### src/rtl/apb_master_mux.sv
// apb_master_mux: APB4 requester with address-decoded PSEL, back-to-back transfers and wait-state timeout
module apb_master_mux #(
  parameter int ADDR_W  = 32,
  parameter int DATA_W  = 32,
  parameter int NUM_SLV = 4,
  parameter int SEL_LSB = 12,
  parameter int TIMEOUT = 16
) (
  input  logic                        PCLK,
  input  logic                        PRESETn,
  input  logic                        req_valid,
  output logic                        req_ready,
  input  logic                        req_write,
  input  logic [ADDR_W-1:0]           req_addr,
  input  logic [DATA_W-1:0]           req_wdata,
  input  logic [DATA_W/8-1:0]         req_strb,
  input  logic [2:0]                  req_prot,
  output logic                        rsp_valid,
  output logic [DATA_W-1:0]           rsp_rdata,
  output logic                        rsp_err,
  output logic                        rsp_tmo,
  output logic [ADDR_W-1:0]           PADDR,
  output logic [2:0]                  PPROT,
  output logic [NUM_SLV-1:0]          PSEL,
  output logic                        PENABLE,
  output logic                        PWRITE,
  output logic [DATA_W-1:0]           PWDATA,
  output logic [DATA_W/8-1:0]         PSTRB,
  input  logic [NUM_SLV-1:0]          PREADY,
  input  logic [NUM_SLV*DATA_W-1:0]   PRDATA,
  input  logic [NUM_SLV-1:0]          PSLVERR,
  output logic [1:0]                  state_o
);
  localparam int SW = NUM_SLV > 1 ? $clog2(NUM_SLV) : 1;
  typedef enum logic [1:0] {IDLE = 2'd0, SETUP = 2'd1, ACCESS = 2'd2} state_t;
  state_t state, state_nxt;
  logic [SW-1:0] sel, req_idx;
  logic [31:0] cnt;
  logic rdy, abort, acc, good, fin, derr, pend;
  assign req_idx = req_addr[SEL_LSB +: SW];
  assign good    = 32'(req_idx) < NUM_SLV;
  assign rdy     = PREADY[sel];
  assign acc     = req_valid & req_ready;
  assign derr    = acc & ~good;
  assign abort   = (TIMEOUT != 0) && state == ACCESS && !rdy && cnt == TIMEOUT;
  assign fin     = state == ACCESS && (rdy || abort);
  // State register
  always_ff @(posedge PCLK or negedge PRESETn) begin
    if (!PRESETn) state <= IDLE;
    else state <= state_nxt;
  end
  // Next state: a completing ACCESS behaves like IDLE so a new request can chain straight into SETUP
  always_comb begin
    state_nxt = state == SETUP ? ACCESS :
                (state == IDLE || (state == ACCESS && rdy)) ? ((acc && good) ? SETUP : IDLE) :
                (state == ACCESS && !abort) ? ACCESS : IDLE;
  end
  // Bus control outputs decoded from state and the latched slave index
  always_comb begin
    req_ready = state == IDLE || (state == ACCESS && rdy);
    PENABLE   = state == ACCESS;
    PSEL      = (state == SETUP || state == ACCESS) ? NUM_SLV'(1'b1) << sel : '0;
    state_o   = state;
  end
  // Request fields captured on accept and held for the whole transfer
  always_ff @(posedge PCLK or negedge PRESETn) begin
    if (!PRESETn) begin
      PADDR  <= '0;
      PPROT  <= '0;
      PWRITE <= 1'b0;
      PWDATA <= '0;
      PSTRB  <= '0;
      sel    <= '0;
    end else if (acc) begin
      PADDR  <= req_addr;
      PPROT  <= req_prot;
      PWRITE <= req_write;
      PWDATA <= req_wdata;
      PSTRB  <= req_write ? req_strb : '0;
      sel    <= req_idx;
    end
  end
  // Wait-state counter, cleared while entering ACCESS
  always_ff @(posedge PCLK or negedge PRESETn) begin
    if (!PRESETn) cnt <= '0;
    else if (state == SETUP) cnt <= '0;
    else if (state == ACCESS && !rdy) cnt <= cnt + 32'd1;
  end
  // Response: a decode error accepted while a transfer completes is deferred one slot to keep order
  always_ff @(posedge PCLK or negedge PRESETn) begin
    if (!PRESETn) begin
      rsp_valid <= 1'b0;
      rsp_rdata <= '0;
      rsp_err   <= 1'b0;
      rsp_tmo   <= 1'b0;
      pend      <= 1'b0;
    end else begin
      rsp_valid <= fin | pend | derr;
      pend      <= (fin | pend) & derr;
      if (fin) begin
        rsp_err   <= abort | PSLVERR[sel];
        rsp_tmo   <= abort;
        rsp_rdata <= (abort | PWRITE | PSLVERR[sel]) ? '0 : PRDATA[32'(sel)*DATA_W +: DATA_W];
      end else if (pend | derr) begin
        rsp_err   <= 1'b1;
        rsp_tmo   <= 1'b0;
        rsp_rdata <= '0;
      end
    end
  end
endmodule

### config.mk
export PLATFORM = sky130hd
export DESIGN_NAME = apb_master_mux
export DESIGN_NICKNAME = d
export VERILOG_FILES = /design/src/rtl/apb_master_mux.sv
export SDC_FILE = /design/constraint.sdc
export NUM_CORES = 1
export LEC_CHECK = 0
export BUFFER_PORTS_ARGS = -buffer_cell sky130_fd_sc_hd__buf_2
export CAP_MARGIN = 20
export CORE_AREA = 2 2 126 128
export CTS_CLUSTER_DIAMETER = 120
export DETAILED_ROUTE_END_ITERATION = 16
export DIE_AREA = 0 0 128 130
export PLACE_DENSITY = 0.75
export SYNTH_ARGS = -nofsm -noshare
export SYNTH_HDL_FRONTEND = slang
export SYNTH_SLANG_ARGS = --single-unit
### constraint.sdc
create_clock -name PCLK -period 2.7 [get_ports PCLK]
set_input_delay 0.27 -clock PCLK [delete_from_list [all_inputs] [get_ports PCLK]]
set_output_delay 0.27 -clock PCLK [all_outputs]
set_load 0.05 [all_outputs]
==> results by group, run 1 <==
Synthesis
  – Post-synth ARST share: 1.00
  – Yosys reg bits: 141
  – Syn nets: approximately 720
  – Syn avg cell area: between 10 and 15 µm²
  – Synth unique cells: 38
  – Post-synth EDFFs: 0
  – Mapped cell area: about 0.0067 mm²
  – Register area share after synthesis: 0.527
  – Predominant post-synthesis flop cell: dfrtp_1
  – Post-Syn Instances: 505
  – Syn. warnings: 0

Power
  – P_leak: about 4.5 nW
  – Sw Ratio: 0.485
  – P_sw: between 6 and 7 mW
  – Worst vdd ir: 766 µV
  – Pint: between 6 and 7 mW
  – Reg power frac: 0.272
  – Logic pwr share: 0.539
  – Proportion of power drawn by the clock network: 0.189
  – Total Power: 12.5 mW
  – Pwr/cell area: 1360 mW/mm²

Die
  – FP Rows: 46
  – Die X: between 100 and 150 µm
  – Core area: ~0.015 mm²
  – Die height: around 130 µm
  – Die area: approximately 0.017 mm²
  – Starting Density: 0.434
  – Ports: around 330

STA
  – Max-slew violation count: 0
  – Max Fclk: 0.421 GHz
  – Setup Viol. Count Final: 0
  – Fin Setup TNS: 0 ps
  – RSZ-0062 raised after global routing: false
  – Max-slew headroom: 0.541
  – Final Skew: between 8 and 9 ps
  – Worst slew pin tran: 689 ps
  – Minimum clock period: 2370 ps
  – Post-route worst setup slack: around 330 ps
  – Final hold viol count: 0
  – Final Cycle Share: 0.879

Worst setup path
  – CP endpoint kind: flop
  – Kind of start point of the critical path: flop
  – Worst Setup SP: sel[0]$_DFFE_PN0P_
  – Flop2flop setup slack: approximately 330 ps
  – R2R depth: 4
  – Critical Path End: cnt[28]$_DFFE_PN0P_
  – RR Endpoint: cnt[28]$_DFFE_PN0P_
  – Setup Crit Path Kind: reg -> reg
  – Req. time, crit path: ~3000 ps
  – Critical R2R Launch: sel[0]$_DFFE_PN0P_
  – WP data arrival: around 2700 ps
  – Worst-path maximum fanout: 14

Routing
  – Antenna-violating nets left: 0
  – Via density: 5.53
  – Total wire length: 21,000 µm
  – Vias: about 5,700
  – DRT iter0 DRCs: between 300 and 400
  – WL/cell: 20.3 µm
  – DRT Pass-1 Iters: 5
  – DRC viols: 0

Clock network
  – Root buffer cell: clkbuf_16
  – Clock-pin transition on the worst setup and hold timing paths: 60 ps
  – TritonCTS buffer count: 17
  – Post-CTS Setup Inserts: 0
  – Sink Count: 141
  – Maximum clock path buffer count: 2
  – Cts repair resizes: 0
  – CTS tree: built
  – Worst skew pair latency: 420 ps
  – CTS HTree Levels: 4

Outcome
  – Status: complete, no violations

Global routing
  – GRT Residual Overflow: 0
  – GRT Overall Usage: 0.250
  – Initial antenna violation count: 6
  – Largest net degree at the start of global routing: between 60 and 70
  – Global-route wire length before repair: 30,900 µm
  – Vias in the first global route: 5,662

Finish
  – # fillers: approximately 1,300
  – Reg area: around 0.0035 mm²
  – Final Core Density: 0.598
  – Multi-input gate area: around 0.0030 mm²
  – Fraction of layout cells with a size suffix above 1: 0.574
  – Synthesis-to-finish area growth: 37.8%
  – Most frequent cells in the layout: buf_2, dfrtp_1, mux2_2
  – Final Net Count: about 1,000
  – Most common cell after layout, fill and taps aside: buf_2

Placement
  – Worst slack at placement: between 300 and 400 ps
  – Routability cong.: 0.891
  – Final HPWL DP: ~16,000 µm
  – Input/output buffers: roughly 330

Min path
  – Hold WC Path Type: in -> reg

Run
  – Max cap viols: 0
synthesized netlist by cell type (2+ instances only):
master,instances,share of area
a21oi_1,22,0.016
a22o_1,32,0.042
a31oi_1,2,0.0019
and2_1,2,0.0019
and3_1,4,0.0037
and4_1,8,0.010
buf_1,5,0.0028
buf_2,11,0.0082
clkbuf_1,18,0.010
dfrtp_1,141,0.53
ha_1,5,0.0093
inv_1,12,0.0067
mux2_2,74,0.12
mux4_2,34,0.11
nand2_1,19,0.011
nand3_1,10,0.0075
nand4_1,8,0.0075
nor2_1,17,0.0095
nor2b_1,6,0.0056
nor3_1,3,0.0022
nor4_1,10,0.0093
nor4b_1,4,0.0052
o21ai_0,11,0.0082
o31ai_1,12,0.013
or3_1,7,0.0065
or4_1,12,0.013
xnor2_1,5,0.0065
kinds of logic (layout without fill, tap and decap cells):
logic type	Yosys count	count (layout)	share of synthesized area
DFF	141	141	0.527
and+or+nand+nor	117	117	0.103
muxes	109	109	0.240
AOI/OAI and AO/OA	80	80	0.0830
buffers and inverters	47	383	0.0295
xor gates and xnor gates	6	6	0.00785
adders and majority gates	5	5	0.00934
other	0	4	0
power groups by stage:
stage	Clock, mW	Combinational (mW)	Sequential [mW]
floorplan	0	2.19	6.25
global placement	0	6.73	3.41
detailed placement	0	6.80	3.42
CTS	2.40	6.80	3.42
global route	2.50	7.07	3.52
finish	2.37	6.76	3.42
worst max-delay path: stages (launching register included):
cell and delay, ps:
dfrtp_2 380, mux4_2 550, nand3b_1 500, nor4b_1 450
mux2_2 370
stage by stage:
| stage | cells | hold slack, ps | cell area [µm²] |
|---|---|---|---|
| final | 1037 | 71.3 | 9230 |
| after global routing | 1037 | 60.3 | 9230 |
| after CTS | 1033 | 58.0 | 9220 |
| after detailed placement | 1000 | 231 | 8610 |
| after global placement | 1000 | 233 | 8610 |
| after floorplan | 505 | -25.6 | 6710 |
state kept, by name, summed over array words and instances, names as in the netlist, 2 cells and up:
| register | flops |
|---|---|
| PWDATA | 32 |
| cnt | 32 |
| rsp_rdata | 32 |
| PADDR | 31 |
| PSTRB | 4 |
| PPROT | 3 |
| state_o | 2 |
final cells by class:
cell class                      instances  share of cell area
Sequential cell                       141               0.382
Tap cell                              192              0.0260
Clock inverter                         11              0.0145
Clock buffer                           21              0.0499
Antenna cell                            4             0.00108
Timing Repair Buffer                  339               0.194
Multi-Input combinational cell        317               0.327
Inverter                               12             0.00488
routing by layer:
layer | share of wire | global-route usage | up-vias | routed length, µm
met2 | 0.52 | 0.427 | 224 | 11000
met1 | 0.38 | 0.305 | 2869 | 8010
met4 | 0.035 | 0.0970 | 4 | 730
met5 | 0.0012 | 0 | - | 26
li1 | - | - | 2590 | -
met3 | 0.060 | 0.0693 | 43 | 1250
how the worst min path moves through the flow:
stage / from / to / cells past startpoint
floorplan: PRESETn / PADDR[0]$_DFFE_PN0P_ / 0
global placement: PRESETn / cnt[19]$_DFFE_PN0P_ / 1
detailed placement: PRESETn / cnt[19]$_DFFE_PN0P_ / 1
CTS: req_addr[20] / PADDR[20]$_DFFE_PN0P_ / 2
global route: req_wdata[21] / PWDATA[21]$_DFFE_PN0P_ / 2
finish: req_wdata[25] / PWDATA[25]$_DFFE_PN0P_ / 2
timing repair:
item / in CTS / in global routing
hold buffers: 1 / 0
hold endpoints to repair: 45 / 0
endpoints found under the setup margin: 0 / 0
No activity file was read; power rests on OpenSTA's default activity.
==> run 2: changes to the inputs <==
ABC_AREA = 1   (was default)
CORE_AREA = default   (was 2 2 126 128)
CORE_UTILIZATION = 48   (was default)
DIE_AREA = default   (was 0 0 128 130)
PLACE_DENSITY = 0.79   (was 0.75)
==> run 2 against run 1 <==
  * Register-to-register slack gained 340 ps
  * Synthesized cell count rose by 100%
  * Clock skew fell by 0.67 ps
  * Critical path depth grew 3
  * Synthesized area is 12% higher
  * Routed wire length grew 20%
  * Flip-flop and latch count did not move
  * Combinational power grew 1%
  * Fmax grew 9.8%
  * Highest routed layer is now met4
==> results by group, run 2 <==
STA
  – Fin Setup TNS: 0 ps (unchanged)
  – Final hold viol count: 0 (unchanged)
  – Setup Viol. Count Final: 0 (unchanged)
  – Worst slew pin tran: 620 ps (-69.1 ps)
  – Minimum clock period: 2160 ps (-212 ps)
  – Max-slew violation count: 0 (unchanged)
  – RSZ-0062 raised after global routing: false
  – Max Fclk: 0.463 GHz (+9.8%)
  – Final Skew: 7.60 ps (-0.675 ps)
  – Post-route worst setup slack: 538 ps (+212 ps)
  – Final Cycle Share: 0.801 (-0.0786)
  – Max-slew headroom: 0.587 (+0.0461)

Finish
  – Final std cells w/o fill: 1,550 (+49%)
  – Most frequent cells in the layout: nand2_1, buf_2, dfrtp_1
  – Reg area: 0.00353 mm² (about the same)
  – Synthesis-to-finish area growth: 31.6%
  – Most common cell after layout, fill and taps aside: nand2_1
  – Multi-input gate area: 0.00350 mm² (+16%)
  – Antenna diode count: 0 (-4)
  – Final Net Count: 1,544 (+48%)
  – Fraction of layout cells with a size suffix above 1: 0.294 (-0.280)
  – # fillers: 1,367 (+4.4%)
  – Largest registers: PWDATA (32), cnt (32), rsp_rdata (32)

Die
  – FP Rows: 45 (-2.2%)
  – Core area: 0.0153 mm² (-1.1%)
  – Ports: 326 (unchanged)
  – Die X: 127 µm (-0.60%)
  – Die height: 127 µm (-2.1%)
  – Die area: 0.0162 mm² (-2.7%)
  – Starting Density: 0.493 (+0.0593)

Worst setup path
  – Worst-path maximum fanout: 10 (-4)
  – CP endpoint kind: output port
  – Kind of start point of the critical path: flop
  – Req. time, crit path: 2430 ps (-580 ps)
  – WP data arrival: 1890 ps (-790 ps)
  – Setup Crit Path Kind: reg -> out

Clock network
  – Root buffer cell: clkbuf_16
  – CTS HTree Levels: 4 (unchanged)
  – Maximum clock path buffer count: 2 (unchanged)
  – Worst skew pair latency: 420 ps (about the same)
  – Clock-pin transition on the worst setup and hold timing paths: 60 ps (about the same)
  – Sink Count: 141 (unchanged)
  – Cts repair resizes: 0 (unchanged)
  – TritonCTS buffer count: 17 (unchanged)
  – CTS tree: built

Synthesis
  – Cell with the most instances after synthesis: nand2_1
  – Yosys top cell by area: dfrtp_1
  – Synth area leaders: dfrtp_1, nand2_1, nand4_1
  – Top cell type's share of synthesized area: 0.469 (-0.0583)
  – Mapped cell area: 0.00753 mm² (+12%)
  – Syn. warnings: 0 (unchanged)
  – Yosys reg bits: 141 (unchanged)
  – Post-synth ARST share: 1.00 (unchanged)
  – Predominant post-synthesis flop cell: dfrtp_1
  – Synth unique cells: 26 (-32%)
  – Syn nets: 1,234 (+71%)
  – Syn avg cell area: 7.40 µm² (-44%)
  – Top cells by count, synth: nand2_1, dfrtp_1, nor2_1
  – Post-synth EDFFs: 0 (unchanged)
  – Register area share after synthesis: 0.469 (-0.0583)
  – Post-Syn Instances: 1,018 (+100%)

Placement
  – Worst slack at placement: 706 ps (+364 ps)
  – Input/output buffers: 325 (unchanged)
  – Final HPWL DP: 18,600 µm (+17%)
  – Routability cong.: 0.912 (+2.3%)
  – DP Cell Count: 1,519 (+52%)

Routing
  – Max layer used: met4
  – DRT Pass-1 Iters: 5 (unchanged)
  – Routed wl met3: 1620 µm (+29%)
  – Via density: 5.24 (-5.1%)
  – Vias: 8,126 (+42%)
  – WL/cell: 16.3 µm (-20%)
  – Wl on met1: 10,100 µm (+26%)
  – DRC viols: 0 (unchanged)
  – Antenna-violating nets left: 0 (unchanged)
  – WL met2: 12,700 µm (+15%)
  – Total wire length: 25,200 µm (+20%)
  – DRT iter0 DRCs: 665 (+100%)

Global routing
  – GRT Residual Overflow: 0 (unchanged)
  – Initial antenna violation count: 0 (-6)
  – Largest net degree at the start of global routing: 75 (+14%)
  – Global-route wire length before repair: 39,200 µm (+27%)
  – Vias in the first global route: 7,524 (+33%)
  – GRT Overall Usage: 0.315 (+0.0649)

Outcome
  – Status: complete, no violations

Min path
  – Hold WC Path Type: in -> reg

Power
  – P_leak: 5.51 nW (+24%)
  – Worst vdd ir: 1080 µV (+41%)
  – Pwr/cell area: 1280 mW/mm² (-5.5%)

Run
  – Max cap viols: 0 (unchanged)
[run 2: worst paths after layout]
check                                                  to  depth (start not counted)             startpoint  slack [ps]
worst min-delay path               PWDATA[11]$_DFFE_PN0P_                          3          req_wdata[11]          40
worst min register to register      PADDR[10]$_DFFE_PN0P_                          2  PADDR[10]$_DFFE_PN0P_         470
min in group asynchronous           PADDR[23]$_DFFE_PN0P_                          2                PRESETn         410
worst max register to register  rsp_rdata[10]$_DFFE_PN0P_                          9     sel[0]$_DFFE_PN0P_         670
worst max-delay path                            req_ready                          7     sel[0]$_DFFE_PN0P_         540
max in group asynchronous          PWDATA[30]$_DFFE_PN0P_                          3                PRESETn        1390
[run 2: critical path: stages (launching register included)]
cell     delay (ps)
dfrtp_1         590
nand2_1         100
nand2_1         100
nand2_2          60
nand2_2         100
nand2_4         100
nand2_2         110
buf_2           300
[run 2: layout make-up]
cell class,instances,share of cell area
Sequential cell,141,0.356
Multi-Input combinational cell,779,0.354
Timing Repair Buffer,343,0.181
Clock buffer,18,0.0443
Tap cell,211,0.0266
Clock inverter,12,0.0197
Inverter,46,0.0182
[run 2: timing repair]
action | CTS | global route
buffers inserted | 0 | 0
hold buffers | 1 | 0
hold endpoints to repair | 61 | 0
[run 2: through the flow]
stage	utilization	cell area [µm²]	hold WS [ps]	total power, mW
CTS	0.649	9910	23.1	12.7
global route	0.649	9910	37.8	13.3
detailed placement	0.607	9260	312	10.2
floorplan	-	7530	-25.6	8.36
finish	0.649	9910	37.6	12.7
global placement	0.607	9260	313	10.1
[run 2: kinds of logic (layout without fill, tap and decap cells)]
logic type | count (synthesis) | count (layout) | share of synthesized area
AOI/OAI and AO/OA | 73 | 73 | 0.0660
xor gates and xnor gates | 2 | 2 | 0.00233
adders and majority gates | 5 | 5 | 0.00831
buffers and inverters | 98 | 419 | 0.0675
DFF | 141 | 141 | 0.469
and+or+nand+nor | 699 | 699 | 0.387
[run 2: routing by layer]
layer  global-route usage  vias up
met3               0.0595       57
met5                    0        -
li1                     -     3927
met4                0.126        0
met2                0.528      324
met1                0.405     3818
[run 2: power by group]
part / internal [mW] / switching, mW
Sequential: 2.87 / 0.493
Combinational: 1.51 / 5.31
Clock: 1.65 / 0.884
